$ cat src/rtl/prng_rand_scheduler.sv
// rtl/prng_rand_scheduler.sv - seeding/warm-up/reseed sequencer and round-robin arbiter for a dual-output PRNG
module prng_rand_scheduler #(
   parameter int RADIX         = 64,
   parameter int NUM_REQ       = 4,
   parameter int RESEED_LIMIT  = 1024,
   parameter int WARMUP_CYCLES = 2
) (
   input  logic               clock,
   input  logic               rst_n,
   input  logic               enable,
   output logic               seed_req,
   input  logic               seed_ack,
   input  logic [RADIX-1:0]   seed_in1,
   input  logic [RADIX-1:0]   seed_in2,
   output logic               prng_on,
   output logic [RADIX-1:0]   prng_seed1,
   output logic [RADIX-1:0]   prng_seed2,
   input  logic [RADIX-1:0]   prng_rnd1,
   input  logic [RADIX-1:0]   prng_rnd2,
   input  logic [NUM_REQ-1:0] req,
   output logic [NUM_REQ-1:0] gnt,
   output logic [RADIX-1:0]   rnd_out1,
   output logic [RADIX-1:0]   rnd_out2,
   output logic               ready,
   output logic               seed_err
);

   localparam int PTR_W  = (NUM_REQ > 1) ? $clog2(NUM_REQ) : 1;
   localparam int CNT_W  = $clog2(RESEED_LIMIT + 1);
   localparam int WARM_W = (WARMUP_CYCLES > 0) ? $clog2(WARMUP_CYCLES + 1) : 1;

   typedef enum logic [2:0] {
      S_IDLE, S_SEED_REQ, S_WARMUP, S_SERVE, S_RESEED
   } state_t;

   state_t             state, state_nxt;
   logic [PTR_W-1:0]   rr_ptr;
   logic [CNT_W-1:0]   served_cnt;
   logic [WARM_W-1:0]  warm_cnt;
   logic [PTR_W-1:0]   grant_idx;
   logic [NUM_REQ-1:0] grant_vec;
   logic               grant_any;
   logic               do_grant;
   logic               seed_zero;
   logic               seed_take;
   logic               at_limit;
   logic               last_grant;

   assign seed_zero  = (seed_in1 == '0) || (seed_in2 == '0);
   assign seed_take  = (state == S_SEED_REQ) && enable && seed_ack && !seed_zero;
   assign at_limit   = (served_cnt == CNT_W'(RESEED_LIMIT));
   assign do_grant   = (state == S_SERVE) && enable && grant_any && !at_limit;
   assign last_grant = do_grant && (served_cnt == CNT_W'(RESEED_LIMIT - 1));

   assign seed_req = (state == S_SEED_REQ);
   assign prng_on  = (state == S_WARMUP) || (state == S_SERVE);
   assign ready    = (state == S_SERVE);

   // Scan from the farthest offset down so the nearest set bit at/after rr_ptr wins.
   always_comb begin
      int idx;
      idx       = 0;
      grant_any = 1'b0;
      grant_idx = '0;
      grant_vec = '0;
      for (int i = NUM_REQ - 1; i >= 0; i--) begin
         idx = int'(rr_ptr) + i;
         if (idx >= NUM_REQ) idx = idx - NUM_REQ;
         if (req[idx]) begin
            grant_any = 1'b1;
            grant_idx = PTR_W'(idx);
         end
      end
      if (grant_any) grant_vec[grant_idx] = 1'b1;
   end

   always_comb begin
      state_nxt = state;
      case (state)
         S_IDLE:     if (enable) state_nxt = S_SEED_REQ;
         S_SEED_REQ: if (!enable) state_nxt = S_IDLE;
                     else if (seed_take) state_nxt = S_WARMUP;
         S_WARMUP:   if (!enable) state_nxt = S_IDLE;
                     else if (warm_cnt == WARM_W'(WARMUP_CYCLES)) state_nxt = S_SERVE;
         S_SERVE:    if (!enable) state_nxt = S_IDLE;
                     else if (at_limit || last_grant) state_nxt = S_RESEED;
         S_RESEED:   state_nxt = enable ? S_SEED_REQ : S_IDLE;
         default:    state_nxt = S_IDLE;
      endcase
   end

   always_ff @(posedge clock or negedge rst_n) begin
      if (!rst_n) begin
         state      <= S_IDLE;
         rr_ptr     <= '0;
         served_cnt <= '0;
         warm_cnt   <= '0;
         prng_seed1 <= '0;
         prng_seed2 <= '0;
         gnt        <= '0;
         rnd_out1   <= '0;
         rnd_out2   <= '0;
         seed_err   <= 1'b0;
      end else begin
         state    <= state_nxt;
         seed_err <= (state == S_SEED_REQ) && enable && seed_ack && seed_zero;
         warm_cnt <= (state == S_WARMUP) ? warm_cnt + WARM_W'(1) : '0;
         if (seed_take) begin
            prng_seed1 <= seed_in1;
            prng_seed2 <= seed_in2;
         end
         // Unused PRNG words are never exposed: outputs are zero unless granted.
         if (do_grant) begin
            gnt        <= grant_vec;
            rnd_out1   <= prng_rnd1;
            rnd_out2   <= prng_rnd2;
            rr_ptr     <= (grant_idx == PTR_W'(NUM_REQ - 1)) ? '0 : grant_idx + PTR_W'(1);
            served_cnt <= served_cnt + CNT_W'(1);
         end else begin
            gnt      <= '0;
            rnd_out1 <= '0;
            rnd_out2 <= '0;
         end
         if (state == S_RESEED) served_cnt <= '0;
      end
   end

endmodule

$ cat config.mk
export PLATFORM = sky130hd
export DESIGN_NAME = prng_rand_scheduler
export DESIGN_NICKNAME = d
export VERILOG_FILES = /design/src/rtl/prng_rand_scheduler.sv
export SDC_FILE = /design/constraint.sdc
export NUM_CORES = 1
export LEC_CHECK = 0
export CORE_AREA = 2 2 203 205
export DETAILED_ROUTE_END_ITERATION = 6
export DIE_AREA = 0 0 205 207
export GPL_ROUTABILITY_DRIVEN = 0
export PLACE_DENSITY = 0.59
export SLEW_MARGIN = 20
export SYNTH_ARGS = -nofsm -noshare
export SYNTH_HDL_FRONTEND = slang
export SYNTH_SLANG_ARGS = --single-unit
$ cat constraint.sdc
create_clock -name clock -period 3.9 [get_ports clock]
set_input_delay 0.78 -clock clock [delete_from_list [all_inputs] [get_ports clock]]
set_output_delay 0.78 -clock clock [all_outputs]
set_load 0.005 [all_outputs]
==> impl_metrics.ini, run 1 <==
[status]
run_status = finished, final reports clean

[place]
dp.cells = 1760
place_hpwl_um = 24600
count_of_port_buffers_added_during_placement = 527

[sta]
relSlewSlack_pct = 44.4
fin_hold_ws_ns = 0.338
rsz0062_at_grt = false
timing.final.crit_share_pct = 79.2
setup_violations = 0
max_clock_freq_ghz = 0.324
layout_min_cycle_time_ns = 3.09
endpoints_failing_hold = 0
timing.clock.skew_ns = 0.00975
final.setup.tns_ns = 0
max_slew.worst_pin.slew_ns = 0.834
max_slew_violation_total_from_the_final_report = 0

[synthesis]
syn_nets = 989
synthDistinctLibCells = 33
ys_async_sr_fraction_pct = 100
yosys-top-cells-area = sky130_fd_sc_hd__dfrtp_1 (64%), sky130_fd_sc_hd__mux2_4 (15%), sky130_fd_sc_hd__and2_1 (7.6%)
gate_count_post_synth = 718
yosys_warnings = 0
postSynthRegisterBits = 279
post_synth_instance_area_um2 = 10900
synth_largest_type_area_fraction_pct = 64.2
avgSynthCellArea_um2 = 15.2
synth-main-ff-cell = sky130_fd_sc_hd__dfrtp_1
synth_area_leader_cell = sky130_fd_sc_hd__dfrtp_1
synth_enable_flop_cells = 0
seq_area_frac_synth_pct = 64.2

[drt]
route.antenna.remaining_nets = 0
drc_errors = 0
drt-initial-drc-count = 368
vias = 7715
route.final.wire_length_um = 33300
detail_route.vias_per_cell = 4.24
routedWlPerCell_um = 18.3
drt_first_pass_iters = 4

[cts]
cts_tree = yes
ctsHtreeMaxLevel = 2
cells_resized_by_post_cts_repair = 0
postCtsHoldBufs = 0
cts.reportedPaths.clkPinSlew_ns = 0.06
cts_buffers = 34
clk_path_buf_depth = 3
post_cts.repair.setup_buffers = 0
cts_num_sinks = 279
worst_skew_pair.late_latency_ns = 0.52
clockRootBuffer = sky130_fd_sc_hd__clkbuf_16

[setup_path]
cell_depth_of_the_worst_flop_to_flop_path = 8
crit_type = in -> reg
endpoint_kind = flop
worstReg2RegStart = served_cnt[0]$_DFFE_PN0P_
critPathLaunchType = input pin
timing.critical_path.fanout_max = 64
worst-r2r-setup-slack_ns = 1.45
worstPathRequired_ns = 4.31
critical_path.reg2reg.endpoint = served_cnt[1]$_DFFE_PN0P_
worst-endpoint-arrival_ns = 3.50

[grt]
grt_most_used_layer = met2
wire_length_of_the_first_global_routing_pass_um = 50200
grt_overflow_total = 0
gr-usage-met3_pct = 4.96
gr-usage-met2_pct = 25.6
grt_start_max_net_pins = 102
grt.met1_usage_pct = 18.3
global_route.usage.total_pct = 15.3
antenna_violations_before_repair = 1
first_global_vias = 8195

[power_and_ir_drop]
switchingPower_mw = 2.83
p_sw_share_pct = 25.2
seqPwrFrac_pct = 37.2
leakage_power_total_nw = 7.85
fin_total_pwr_mw = 11.2
clock_power_share_pct = 31.0
cellPowerDensity_nw_per_um2 = 626
power.ir.vdd_worst_mv = 0.309
internal_power_mw = 8.41
power.share.combinational_pct = 31.8

[floorplan]
core.rowCount = 74
initial_utilization_pct = 27.0
fp.dieArea_um2 = 42400
core_area_um2 = 40400
chip_height_um = 207
fp.dieW_um = 205
io-pin-count = 528

[final_layout]
synthToLayoutAreaGrowth_pct = 65.1
net_count_of_the_finished_layout = 1535
mostFrequentLayoutCell = sky130_fd_sc_hd__clkdlybuf4s50_1
most_frequent_cells_in_the_layout = sky130_fd_sc_hd__clkdlybuf4s50_1 (526), sky130_fd_sc_hd__dfrtp_1 (279), sky130_fd_sc_hd__and2_1 (133)
drive_above_1_share_pct = 16.1
postLayoutCoreUtil_pct = 44.5
final-instance-count-excl-fill = 1821
diodes = 0

[run]
max-cap-violations = 0

[hold_path]
hold_path.class = in -> async
cell type report:
class                   instances  area, um^2
multi-input cells             394        3560
fillers                      3740       22400
repair buffers                543        5460
clock buffers                  45        1010
inverters                      12        45.0
well taps                     532         666
clock inverters                16         241
flip-flops and latches        279        6980
cells in the mapped netlist, drive strengths merged, types with 2 or more instances:
master	n
nor4	36
and3	4
nor2	22
nand2	7
and2	133
clkbuf	17
nand2b	4
nor4b	2
inv	12
o22ai	2
buf	16
xnor2	2
nand4	16
o21ai	3
xor2	8
nor3	4
ha	7
mux2	129
a21oi	7
dfrtp	279
worst max-delay path: stages:
cell and delay [ns]:
sky130_fd_sc_hd__clkdlybuf4s50_1 0.46, sky130_fd_sc_hd__nor4_1 0.71, sky130_fd_sc_hd__nand4_1 0.26, sky130_fd_sc_hd__nor4_2 0.46, sky130_fd_sc_hd__nor3_4 0.12, sky130_fd_sc_hd__buf_12 0.26, sky130_fd_sc_hd__mux2_4 0.37
kinds of logic after synthesis:
logic type / synth area share [%]
AND/OR/NAND/NOR: 12.8
buffers and inverters: 3.37
adder cells (fa/ha/maj): 0.805
multiplexers: 17.1
XOR/XNOR: 0.805
flip-flops: 64.2
AO/OA/AOI/OAI: 0.931
metal layers:
layer  share of wire (%)  vias up
li1                    -     3536
met1                  39     3807
met2                  49      311
met3                 8.7       59
met4                 2.9        2
met5               0.039        -
how the worst max path moves through the flow:
stage / startpoint / to / slack, ns / depth (start not counted)
finish: seed_in1[11] / prng_seed1[50]$_DFFE_PN0P_ / 0.81 / 7
floorplan: seed_in2[0] / prng_seed1[0]$_DFFE_PN0P_ / 1.52 / 7
global placement: seed_in1[11] / prng_seed1[57]$_DFFE_PN0P_ / 0.28 / 7
CTS: seed_in1[11] / prng_seed1[50]$_DFFE_PN0P_ / 0.82 / 7
global route: seed_in1[11] / prng_seed1[56]$_DFFE_PN0P_ / 0.56 / 7
detailed placement: seed_in1[11] / prng_seed1[47]$_DFFE_PN0P_ / 0.25 / 7
state kept, by name, summed over array words and instances (netlist names):
signal and count:
rnd_out2 64, prng_seed1 64, state 3, prng_seed2 64, rnd_out1 64, gnt 4, served_cnt 11, seed_err 1
warm_cnt 2, rr_ptr 2
stage by stage:
| step | worst slack (ns) | instance area [um^2] |
|---|---|---|
| final | 0.810 | 18000 |
| after global routing | 0.564 | 18000 |
| after CTS | 0.819 | 18000 |
| after detailed placement | 0.253 | 16700 |
| after global placement | 0.279 | 16700 |
| after floorplan | 1.52 | 10900 |
power by group through the flow:
| stage | clock (mW) | sequential [mW] | combinational [mW] |
|---|---|---|---|
| after global placement | 0 | 4.22 | 3.56 |
| final | 3.49 | 4.18 | 3.57 |
| after CTS | 3.61 | 4.19 | 3.63 |
| after global routing | 3.73 | 4.28 | 3.80 |
| after detailed placement | 0 | 4.21 | 3.62 |
| after floorplan | 0 | 4.18 | 1.44 |
Note: power is estimated with default switching activity, not from simulation.
==> run 2: changes to the inputs <==
Settings changed: CORE_AREA 2 2 203 205 to 2 2 204 206, DIE_AREA 0 0 205 207 to 0 0 206 208.
Clock period 3.9 ns to 3 ns, I/O delays scaled along.
==> impl_metrics.ini, run 2 (synthesis gave the netlist of run 1 again) <==
[setup_path]
cell_depth_of_the_worst_flop_to_flop_path = 6
critPathMostFrequentCell = sky130_fd_sc_hd__buf_4
worstPathRequired_ns = 3.40
worst-endpoint-arrival_ns = 3.00
critical_path.reg2reg.endpoint = prng_seed1[19]$_DFFE_PN0P_
endpoint_kind = flop
worst-r2r-setup-slack_ns = 0.54
critPathLaunchType = input pin
crit_path_top_delay_cell = sky130_fd_sc_hd__nor4_1
cp_slowest_stage_delay_ns = 0.48
critical-path-top-delay-family = buffers and inverters
path_buf_inv = 4
critical_path_cell_count = 9
crit_type = in -> reg
timing.critical_path.fanout_max = 14
worstReg2RegStart = state[0]$_DFFE_PN0P_
worstPathCellList = clkdlybuf4s50_1 -> nor4_1 -> buf_4 -> nand4_1 -> nor4_2 -> buf_4 -> nor3_4 -> buf_4 -> mux2_4

[sta]
rsz0062_at_grt = false
max_slew_violation_total_from_the_final_report = 0
relSlewSlack_pct = 46.2
max_slew.worst_pin.slew_ns = 0.800
timing.clock.skew_ns = 0.0173
layout_min_cycle_time_ns = 2.60
max_clock_freq_ghz = 0.385
setup_violations = 0
timing.final.crit_share_pct = 86.6
endpoints_failing_hold = 0

[drt]
route.final.wire_length_um = 33200
detail_route.vias_per_cell = 4.22
vias = 7828
route.antenna.remaining_nets = 0
drc_errors = 0
routedWlPerCell_um = 17.9
drt-initial-drc-count = 227
drt_first_pass_iters = 4

[grt]
antenna_violations_before_repair = 1
global_route.usage.total_pct = 15.3
wire_length_of_the_first_global_routing_pass_um = 50600
grt_start_max_net_pins = 82
grt_overflow_total = 0
first_global_vias = 8335

[place]
placedInstanceArea_um2 = 17000
place_hpwl_um = 25200
count_of_port_buffers_added_during_placement = 527

[power_and_ir_drop]
fin_total_pwr_mw = 14.1
power.ir.vdd_worst_mv = 0.441
leakage_power_total_nw = 7.94
cellPowerDensity_nw_per_um2 = 780

[final_layout]
net_count_of_the_finished_layout = 1569
mostFrequentLayoutCell = sky130_fd_sc_hd__clkdlybuf4s50_1
multi_input_gate_area_um2 = 3560
finalInstanceArea_um2 = 18100
most_frequent_cells_in_the_layout = sky130_fd_sc_hd__clkdlybuf4s50_1 (526), sky130_fd_sc_hd__dfrtp_1 (279), sky130_fd_sc_hd__and2_1 (133)
sequential_cell_area_um2 = 6980
drive_above_1_share_pct = 17.7
fill_cells = 3737
synthToLayoutAreaGrowth_pct = 66.0

[cts]
ctsHtreeMaxLevel = 2
clockRootBuffer = sky130_fd_sc_hd__clkbuf_16
worst_skew_pair.late_latency_ns = 0.54
cts.reportedPaths.clkPinSlew_ns = 0.06
cts_num_sinks = 279
post_cts.repair.setup_buffers = 0
cts_buffers = 34
cts_tree = yes
postCtsHoldBufs = 0
clk_path_buf_depth = 3
cells_resized_by_post_cts_repair = 0

[run]
max-cap-violations = 0

[floorplan]
core_area_um2 = 40600
initial_utilization_pct = 26.8
core.rowCount = 74
fp.dieW_um = 206
io-pin-count = 528
chip_height_um = 208
fp.dieArea_um2 = 42800

[hold_path]
hold_path.class = in -> async

[status]
run_status = finished, final reports clean
[run 2: metal layers]
| layer | up-vias | track usage, % | wire [um] | share of wire, % |
|---|---|---|---|---|
| li1 | 3610 | - | - | - |
| met1 | 3868 | 18.1 | 13100 | 39 |
| met2 | 311 | 25.6 | 16300 | 49 |
| met3 | 39 | 5.97 | 3130 | 9.4 |
| met4 | 0 | 4.33 | 714 | 2.1 |
| met5 | - | 0 | 0 | 0 |
[run 2: worst max path at each step]
stage	from	to	slack [ns]
3_3_place_gp	seed_in2[6]	prng_seed1[19]$_DFFE_PN0P_	-0.13
3_5_place_dp	seed_in2[6]	prng_seed1[19]$_DFFE_PN0P_	-0.13
2_1_floorplan	seed_in2[0]	prng_seed1[0]$_DFFE_PN0P_	0.80
5_1_grt	state[0]$_DFFE_PN0P_	prng_seed2[9]$_DFFE_PN0P_	0.34
6_report	seed_in2[9]	prng_seed1[19]$_DFFE_PN0P_	0.40
4_1_cts	state[2]$_DFFE_PN0P_	ready	0.43
[run 2: report_power, final]
group	internal, mW	leakage, nW	switching, mW
clock network	2.38	0.534	1.61
registers	4.79	3.61	0.611
logic	3.31	3.80	1.39
total	10.5	7.94	3.61
[run 2: final cells by class]
| cell class | count | area share (%) |
|---|---|---|
| sequential | 279 | 38.7 |
| timing repair buffer | 577 | 31.7 |
| multi-input combinational | 394 | 19.7 |
| clock buffer | 50 | 5.26 |
| tap | 532 | 3.69 |
| clock inverter | 12 | 0.714 |
| inverter | 12 | 0.249 |
| antenna | 1 | 0.0139 |
[run 2: worst register-to-register path, stage by stage, from the launching register on]
cell and delay (ns):
sky130_fd_sc_hd__dfrtp_1 0.50, sky130_fd_sc_hd__nand2b_1 0.12, sky130_fd_sc_hd__nor2_1 0.31, sky130_fd_sc_hd__nand2_1 0.17, sky130_fd_sc_hd__nor3_4 0.48, sky130_fd_sc_hd__buf_4 0.40, sky130_fd_sc_hd__mux2_4 0.34
[run 2: metrics by stage]
step                      cells  hold WS [ns]  worst slack [ns]  TNS [ns]  utilization (%)
after floorplan             718         0.304             0.796         0                -
after global placement     1794         0.422            -0.126    -13.27             41.9
after detailed placement   1794         0.431            -0.128    -12.16             41.9
after CTS                  1856         0.100             0.427         0             44.5
after global routing       1857         0.114             0.337         0             44.5
final                      1857        0.0977             0.403         0             44.5
==> run 3: changes to the inputs <==
Settings changed: TNS_END_PERCENT from default to 10.
==> results of run 3 <==
Final layout, timing and power as in run 2 (identical DEF).
